File: config.mk
export PLATFORM = sky130hd
export DESIGN_NAME = avalon_pkt_fifo
export DESIGN_NICKNAME = d
export VERILOG_FILES = /design/src/rtl/avalon_pkt_fifo.sv
export SDC_FILE = /design/constraint.sdc
export NUM_CORES = 1
export LEC_CHECK = 0
export ABC_CLOCK_PERIOD_IN_PS = 11600
export BUFFER_PORTS_ARGS = -buffer_cell sky130_fd_sc_hd__clkbuf_2
export CELL_PAD_IN_SITES_DETAIL_PLACEMENT = 1
export CELL_PAD_IN_SITES_GLOBAL_PLACEMENT = 1
export CORE_MARGIN = 5
export CORE_UTILIZATION = 40
export CTS_CLUSTER_SIZE = 24
export DETAILED_ROUTE_END_ITERATION = 7
export GPL_TIMING_DRIVEN = 0
export PLACE_DENSITY = 0.62
export SETUP_SLACK_MARGIN = 0.05
export SYNTH_ARGS = -nofsm -noshare
export SYNTH_HDL_FRONTEND = slang
export SYNTH_SLANG_ARGS = --single-unit
File: constraint.sdc
create_clock -name clk -period 11.6 [get_ports clk]
set_input_delay 1.16 -clock clk [delete_from_list [all_inputs] [get_ports clk]]
set_output_delay 1.16 -clock clk [all_outputs]
set_load 0.005 [all_outputs]
File: src/rtl/avalon_pkt_fifo.sv
// Store-and-forward Avalon-ST packet FIFO: packets become visible only once their EOP is stored.
// Define PKT_FIFO_STATS_EN to add saturating committed/dropped packet counters.
module avalon_pkt_fifo #(
    parameter int DATA_W  = 64,
    parameter int EMPTY_W = 3,
    parameter int DEPTH   = 16
) (
    input  logic                     clk,
    input  logic                     rst,
    input  logic [DATA_W-1:0]        in_data,
    input  logic                     in_valid,
    input  logic                     in_sop,
    input  logic                     in_eop,
    input  logic [EMPTY_W-1:0]       in_empty,
    output logic                     in_ready,
    output logic [DATA_W-1:0]        out_data,
    output logic                     out_valid,
    input  logic                     out_ready,
    output logic                     out_sop,
    output logic                     out_eop,
    output logic [EMPTY_W-1:0]       out_empty,
    output logic [$clog2(DEPTH):0]   pkt_count,
    output logic                     drop_pulse
`ifdef PKT_FIFO_STATS_EN
    ,
    output logic [15:0]              pkt_in_cnt,
    output logic [15:0]              pkt_drop_cnt
`endif
);
    localparam int AW     = $clog2(DEPTH);
    localparam int PW     = AW + 1;
    localparam int WORD_W = DATA_W + 2 + EMPTY_W;

    typedef enum logic [1:0] {S_IDLE, S_IN_PKT, S_DROP} state_t;

    state_t          state_q, state_d;
    logic [PW-1:0]   wr_ptr_q, wr_ptr_d;
    logic [PW-1:0]   wr_start_q, wr_start_d;
    logic [PW-1:0]   rd_ptr_q, rd_ptr_d;
    logic [PW-1:0]   pkt_count_q, pkt_count_d;
    logic            drop_q, drop_d;
    logic            in_ready_q;

    logic [WORD_W-1:0] mem [DEPTH];
    logic [WORD_W-1:0] word_in, rd_word;
    logic [AW-1:0]     mem_waddr;
    logic              mem_we, commit, full, rd_xfer;

    function automatic logic [15:0] sat_inc(input logic [15:0] v, input logic en);
        return (en && v != 16'hFFFF) ? v + 16'd1 : v;
    endfunction

    assign word_in   = {in_data, in_sop, in_eop, in_empty};
    assign rd_word   = mem[rd_ptr_q[AW-1:0]];
    assign out_data  = rd_word[WORD_W-1 -: DATA_W];
    assign out_sop   = rd_word[EMPTY_W+1];
    assign out_eop   = rd_word[EMPTY_W];
    assign out_empty = rd_word[EMPTY_W-1:0];
    assign out_valid = (rd_ptr_q != wr_start_q);
    assign in_ready  = in_ready_q;
    assign pkt_count = pkt_count_q;
    assign drop_pulse = drop_q;

    // Fullness uses the registered read pointer, so space freed by a read appears a cycle later.
    assign full    = ((wr_ptr_q - rd_ptr_q) == PW'(DEPTH));
    assign rd_xfer = out_valid & out_ready;

    always_comb begin
        state_d    = state_q;
        wr_ptr_d   = wr_ptr_q;
        wr_start_d = wr_start_q;
        drop_d     = 1'b0;
        mem_we     = 1'b0;
        mem_waddr  = wr_ptr_q[AW-1:0];
        commit     = 1'b0;
        if (in_valid && in_ready_q) begin
            if (state_q != S_IN_PKT) begin
                if (in_sop) begin
                    if (full) begin
                        drop_d   = 1'b1;
                        wr_ptr_d = wr_start_q;
                        state_d  = in_eop ? S_IDLE : S_DROP;
                    end else begin
                        mem_we   = 1'b1;
                        wr_ptr_d = wr_ptr_q + PW'(1);
                        if (in_eop) begin
                            commit     = 1'b1;
                            wr_start_d = wr_ptr_q + PW'(1);
                            state_d    = S_IDLE;
                        end else begin
                            state_d = S_IN_PKT;
                        end
                    end
                end else if (state_q == S_DROP && in_eop) begin
                    state_d = S_IDLE;
                end
            end else if (full) begin
                drop_d   = 1'b1;
                wr_ptr_d = wr_start_q;
                state_d  = in_eop ? S_IDLE : S_DROP;
            end else if (in_sop) begin
                // Restart: discard the partial packet and reuse its slot for the new first word.
                drop_d    = 1'b1;
                mem_we    = 1'b1;
                mem_waddr = wr_start_q[AW-1:0];
                wr_ptr_d  = wr_start_q + PW'(1);
                if (in_eop) begin
                    commit     = 1'b1;
                    wr_start_d = wr_start_q + PW'(1);
                    state_d    = S_IDLE;
                end
            end else begin
                mem_we   = 1'b1;
                wr_ptr_d = wr_ptr_q + PW'(1);
                if (in_eop) begin
                    commit     = 1'b1;
                    wr_start_d = wr_ptr_q + PW'(1);
                    state_d    = S_IDLE;
                end
            end
        end

        rd_ptr_d = rd_xfer ? rd_ptr_q + PW'(1) : rd_ptr_q;
        case ({commit, rd_xfer & out_eop})
            2'b10:   pkt_count_d = pkt_count_q + PW'(1);
            2'b01:   pkt_count_d = pkt_count_q - PW'(1);
            default: pkt_count_d = pkt_count_q;
        endcase
    end

    always_ff @(posedge clk or negedge rst) begin
        if (!rst) begin
            state_q     <= S_IDLE;
            wr_ptr_q    <= '0;
            wr_start_q  <= '0;
            rd_ptr_q    <= '0;
            pkt_count_q <= '0;
            drop_q      <= 1'b0;
            in_ready_q  <= 1'b0;
        end else begin
            state_q     <= state_d;
            wr_ptr_q    <= wr_ptr_d;
            wr_start_q  <= wr_start_d;
            rd_ptr_q    <= rd_ptr_d;
            pkt_count_q <= pkt_count_d;
            drop_q      <= drop_d;
            in_ready_q  <= 1'b1;
        end
    end

    always_ff @(posedge clk) begin
        if (mem_we) mem[mem_waddr] <= word_in;
    end

`ifdef PKT_FIFO_STATS_EN
    logic [15:0] pkt_in_cnt_q, pkt_drop_cnt_q;

    always_ff @(posedge clk or negedge rst) begin
        if (!rst) begin
            pkt_in_cnt_q   <= '0;
            pkt_drop_cnt_q <= '0;
        end else begin
            pkt_in_cnt_q   <= sat_inc(pkt_in_cnt_q, commit);
            pkt_drop_cnt_q <= sat_inc(pkt_drop_cnt_q, drop_d);
        end
    end

    assign pkt_in_cnt   = pkt_in_cnt_q;
    assign pkt_drop_cnt = pkt_drop_cnt_q;
`endif

endmodule
==> impl_results.md <==
* Met3 routing resource usage after global routing at 0.03048
* Number of enable flip-flop cells after synthesis at 1,104
* Startpoint types: register
* Layout cells sized above 1 at 0.2976
* Number of warnings printed during yosys synthesis at 0
* Sum Neg Setup Slack at 0 ps
* RSZ-0062 raised after global routing: false
* Total power of the final layout at 12,320 uW
* Beginning of the worst register-to-register path: rd_ptr_q[3]$_DFFE_PN0P_
* Worst min-delay path endpoint: pkt_count[4]$_DFFE_PN0P_
* Post-CTS Resized at 0
* Number of cells on the worst reg-to-reg path at 13
* Signed area change from the synthesized netlist to the final layout at 17.62%
* Number of CTS-inserted buffers at 116
* Placeable core region at 0.1089 mm^2
* Clock tree from TritonCTS: done
* Number of levels the H-tree was split into at 3
* Transition time of the tightest slew-check pin at 1206 ps
* Largest cells by area after synthesis: sky130_fd_sc_hd__edfxtp_1, sky130_fd_sc_hd__mux4_2, sky130_fd_sc_hd__nand2_1
* Hpwl dp at 77.72 mm
* Total of hold buffers inserted after clock tree synthesis at 0
* Path category of the worst min-delay check: register to register
* GRT met2 Usage at 0.3261
* Global-route track usage on met1 at 0.2802
* Worst R2R Setup Slack at 6080 ps
* Netlist cell types at 51
* Kind of critical path: register to register
* Worst Min Path Start: pkt_count[4]$_DFFE_PN0P_
* Busiest grt layer: met2
* Worst vdd rail ir drop at 0.0001573 V
* Synthesized cell area at 0.04387 mm^2
* Post-route DRC violation count at 0
* Maximum fanout count along the critical path at 20
* Count of maximum capacitance violations at 0
* Post-route minimum period at 5516 ps
* Share of Yosys cell area claimed by the top area cell type at 0.7557
* Number of iterations in the first detailed-routing pass at 5
* Result of the run: finished, final reports clean
* Height of the die at 341.2 um
* Setup repair bufs after CTS at 0
* Maximum number of pins on one net before global-route repair at 25
* Mean cell area of the mapped netlist at 20.61 um^2
* Final Net Count at 2,575
* Cell Pwr Density at 238.7 mW/mm^2
* Insertion delay of the later-clocked pin in the worst-skew pair at 690 ps
* Buffers from clock root to sink, at most at 3
* Die ar. at 0.1164 mm^2
* Total of buffers placed on input and output ports at 149
* WL/cell at 28.65 um
* Global placer's final weighted congestion at 0.7540
* Total global routing track utilization at 0.1973
* Clock root buffer: sky130_fd_sc_hd__clkbuf_16
* Count of state elements after synthesis at 1,128
* Count of vias placed by the detailed router at 22,260
* Final global-route overflow total at 0
* Most area-hungry cell type in the Yosys netlist: sky130_fd_sc_hd__edfxtp_1
* RR Endpoint: mem[8][49]$_DFFE_PP_
* Post-synthesis async set-or-reset flop share at 0.02128
* Cell Rows at 121
* Violation count after the first detailed-route iteration at 1,946
* Sequential cell area fraction in the yosys report at 0.7694
* Pre-CTS setup slack at 6047 ps
* Least setup slack across all paths after layout at 6084 ps
* Number of max-slew violations in the final report at 0
* Primary flip-flop cell chosen by synthesis mapping: sky130_fd_sc_hd__edfxtp_1
* Total wirelength of the detailed-routed design at 114.9 mm
* Static leakage power at 0.01701 uW
* Clock transition at the registers of the reported paths at 60 ps
* Number of antenna-violating nets in the routed design at 0
* Post-synthesis instance total at 2,129
* Post-route fraction of the period consumed by the critical path at 0.4755
* Initial cell density of the core at 0.4030
* Num Clock Sinks at 1,128
* Global-route wire length before repair at 169.0 mm
* Total setup violations reported at the end of the flow at 0
* Final count of hold timing violations at 0
* Post-route clock skew at 24.48 ps
* Top-level port count at 150
* Initial antenna violation count at 9
* Data required, critical path at 11,980 ps
* Synthesized Nets at 2,214
* DIE WIDTH at 341.2 um
* Worst hold path cell count at 1
* Worst slack on hold paths at 469.9 ps
* Relative max-transition margin at 0.1872
* Upper clock frequency limit at 181.3 MHz
* Critical path capture point type: register
* Ratio of routed vias to standard cells at 5.551
* Vias in the first global route at 24,390
* Arrival time at the worst endpoint at 5890 ps
==> through the flow <==
| stage | util | area, um^2 | cells |
|---|---|---|---|
| after floorplan | - | 43870 | 2129 |
| after global placement | 0.4261 | 46380 | 3692 |
| after detailed placement | 0.4399 | 47890 | 3786 |
| after CTS | 0.4739 | 51590 | 4005 |
| after global routing | 0.4739 | 51590 | 4006 |
| final | 0.4740 | 51600 | 4010 |
==> registers in the layout (all words and copies together) (netlist names) <==
signal      flops
mem          1104
pkt_count       5
rd_ptr_q        5
wr_ptr_q        5
wr_start_q      5
state_q         2
drop_pulse      1
in_ready        1
==> synth_stat cells, types with 3 or more instances <==
master                        n
sky130_fd_sc_hd__buf_2       28
sky130_fd_sc_hd__mux2i_1      5
sky130_fd_sc_hd__xnor2_1     11
sky130_fd_sc_hd__xor2_1       8
sky130_fd_sc_hd__o21ai_0      8
sky130_fd_sc_hd__dfrtp_1     24
sky130_fd_sc_hd__mux2_2       7
sky130_fd_sc_hd__edfxtp_1  1104
sky130_fd_sc_hd__a21o_1       3
sky130_fd_sc_hd__nand2b_1     3
sky130_fd_sc_hd__buf_4        6
sky130_fd_sc_hd__nand2_1    292
sky130_fd_sc_hd__nand4_1      5
sky130_fd_sc_hd__buf_1       11
sky130_fd_sc_hd__inv_1        6
sky130_fd_sc_hd__a21oi_1     15
sky130_fd_sc_hd__ha_1        11
sky130_fd_sc_hd__nor2b_1      9
sky130_fd_sc_hd__buf_6       26
sky130_fd_sc_hd__and3_1      72
sky130_fd_sc_hd__mux4_2     276
sky130_fd_sc_hd__nor2_1      14
sky130_fd_sc_hd__a31oi_1     72
sky130_fd_sc_hd__clkbuf_1    50
sky130_fd_sc_hd__nand3_1     30
sky130_fd_sc_hd__o41ai_1      4
==> report_power, final <==
group | switching (uW) | leakage (uW) | internal [uW]
clock | 1540 | 0.00181 | 2110
combinational | 2290 | 0.00497 | 1630
sequential | 71.1 | 0.0102 | 4680
==> routing by layer <==
layer  part of all wire  routed length [um]
met1               0.43               49730
met2               0.49               56530
met3              0.056                6434
met4              0.019                2193
met5                  0                   0
==> cells by family after synthesis <==
family,after synthesis,share of synthesized area
fa+ha+maj,12,0.003594
xor+xnor,20,0.004164
simple gates,436,0.04418
mux,288,0.1446
compound gates,115,0.01717
other cells,1,0.00008548
buf+inv,129,0.01680
flops,1128,0.7694
==> cell type report <==
type | count | area, um^2
Multi-Input combinational cell | 872 | 9538
Inverter | 8 | 30.03
Antenna cell | 5 | 12.51
Fill cell | 9929 | 57250
Buffer | 121 | 706.9
Clock buffer | 149 | 3069
Timing Repair Buffer | 243 | 2090
Tap cell | 1414 | 1769
Sequential cell | 1128 | 33750
Clock inverter | 70 | 633.1
==> cell usage in the layout, fill, tap and decap left out, types with 3 or more instances in the layout <==
| cell type | netlist | routed |
|---|---|---|
| sky130_fd_sc_hd__edfxtp_1 | 1104 | 1104 |
| sky130_fd_sc_hd__nand2_1 | 292 | 292 |
| sky130_fd_sc_hd__mux4_2 | 276 | 276 |
| sky130_fd_sc_hd__clkbuf_2 | 0 | 149 |
| sky130_fd_sc_hd__clkbuf_16 | 0 | 118 |
| sky130_fd_sc_hd__clkbuf_1 | 50 | 81 |
| sky130_fd_sc_hd__and3_1 | 72 | 72 |
| sky130_fd_sc_hd__a31oi_1 | 72 | 72 |
| sky130_fd_sc_hd__buf_4 | 6 | 52 |
| sky130_fd_sc_hd__buf_6 | 26 | 32 |
| sky130_fd_sc_hd__nand3_1 | 30 | 30 |
| sky130_fd_sc_hd__buf_12 | 0 | 30 |
| sky130_fd_sc_hd__buf_2 | 28 | 28 |
| sky130_fd_sc_hd__clkinv_1 | 1 | 27 |
| sky130_fd_sc_hd__dfrtp_1 | 24 | 24 |
| sky130_fd_sc_hd__clkinv_2 | 0 | 23 |
| sky130_fd_sc_hd__nor2_1 | 14 | 12 |
| sky130_fd_sc_hd__buf_16 | 0 | 12 |
| sky130_fd_sc_hd__buf_1 | 11 | 11 |
| sky130_fd_sc_hd__xnor2_1 | 11 | 11 |
| sky130_fd_sc_hd__ha_1 | 11 | 11 |
| sky130_fd_sc_hd__bufinv_16 | 0 | 11 |
| sky130_fd_sc_hd__a21oi_4 | 0 | 10 |
| sky130_fd_sc_hd__nor2b_1 | 9 | 9 |
| sky130_fd_sc_hd__xor2_1 | 8 | 8 |
| sky130_fd_sc_hd__o21ai_0 | 8 | 8 |
| sky130_fd_sc_hd__mux2_2 | 7 | 7 |
| sky130_fd_sc_hd__inv_1 | 6 | 6 |
| sky130_fd_sc_hd__diode_2 | 0 | 5 |
| sky130_fd_sc_hd__nand4_1 | 5 | 5 |
| sky130_fd_sc_hd__o41ai_2 | 1 | 5 |
| sky130_fd_sc_hd__a21oi_1 | 15 | 5 |
| sky130_fd_sc_hd__mux2i_1 | 5 | 5 |
| sky130_fd_sc_hd__inv_6 | 0 | 4 |
| sky130_fd_sc_hd__clkinvlp_4 | 0 | 4 |
| sky130_fd_sc_hd__nand2b_1 | 3 | 3 |
| sky130_fd_sc_hd__a21o_1 | 3 | 3 |
==> worst max-delay path: stages (launching register included) <==
cell and delay, ps:
sky130_fd_sc_hd__dfrtp_1 320, sky130_fd_sc_hd__clkbuf_1 670, sky130_fd_sc_hd__inv_1 540, sky130_fd_sc_hd__clkbuf_1 520, sky130_fd_sc_hd__ha_1 490, sky130_fd_sc_hd__and2_1 170, sky130_fd_sc_hd__o2111a_1 290, sky130_fd_sc_hd__nand3_2 140
sky130_fd_sc_hd__nand2b_1 160, sky130_fd_sc_hd__buf_2 330, sky130_fd_sc_hd__a21oi_4 800, sky130_fd_sc_hd__buf_12 270, sky130_fd_sc_hd__buf_12 210, sky130_fd_sc_hd__buf_12 210
==> how the worst max path moves through the flow <==
stage                                  startpoint               endpoint
after detailed placement  rd_ptr_q[3]$_DFFE_PN0P_   mem[8][61]$_DFFE_PP_
final                     rd_ptr_q[3]$_DFFE_PN0P_   mem[8][49]$_DFFE_PP_
after CTS                 rd_ptr_q[3]$_DFFE_PN0P_   mem[8][50]$_DFFE_PP_
after floorplan           rd_ptr_q[2]$_DFFE_PN0P_   mem[11][0]$_DFFE_PP_
after global placement    rd_ptr_q[3]$_DFFE_PN0P_  mem[15][64]$_DFFE_PP_
after global routing      rd_ptr_q[3]$_DFFE_PN0P_   mem[8][50]$_DFFE_PP_
No activity file was read; power rests on OpenSTA's default activity.
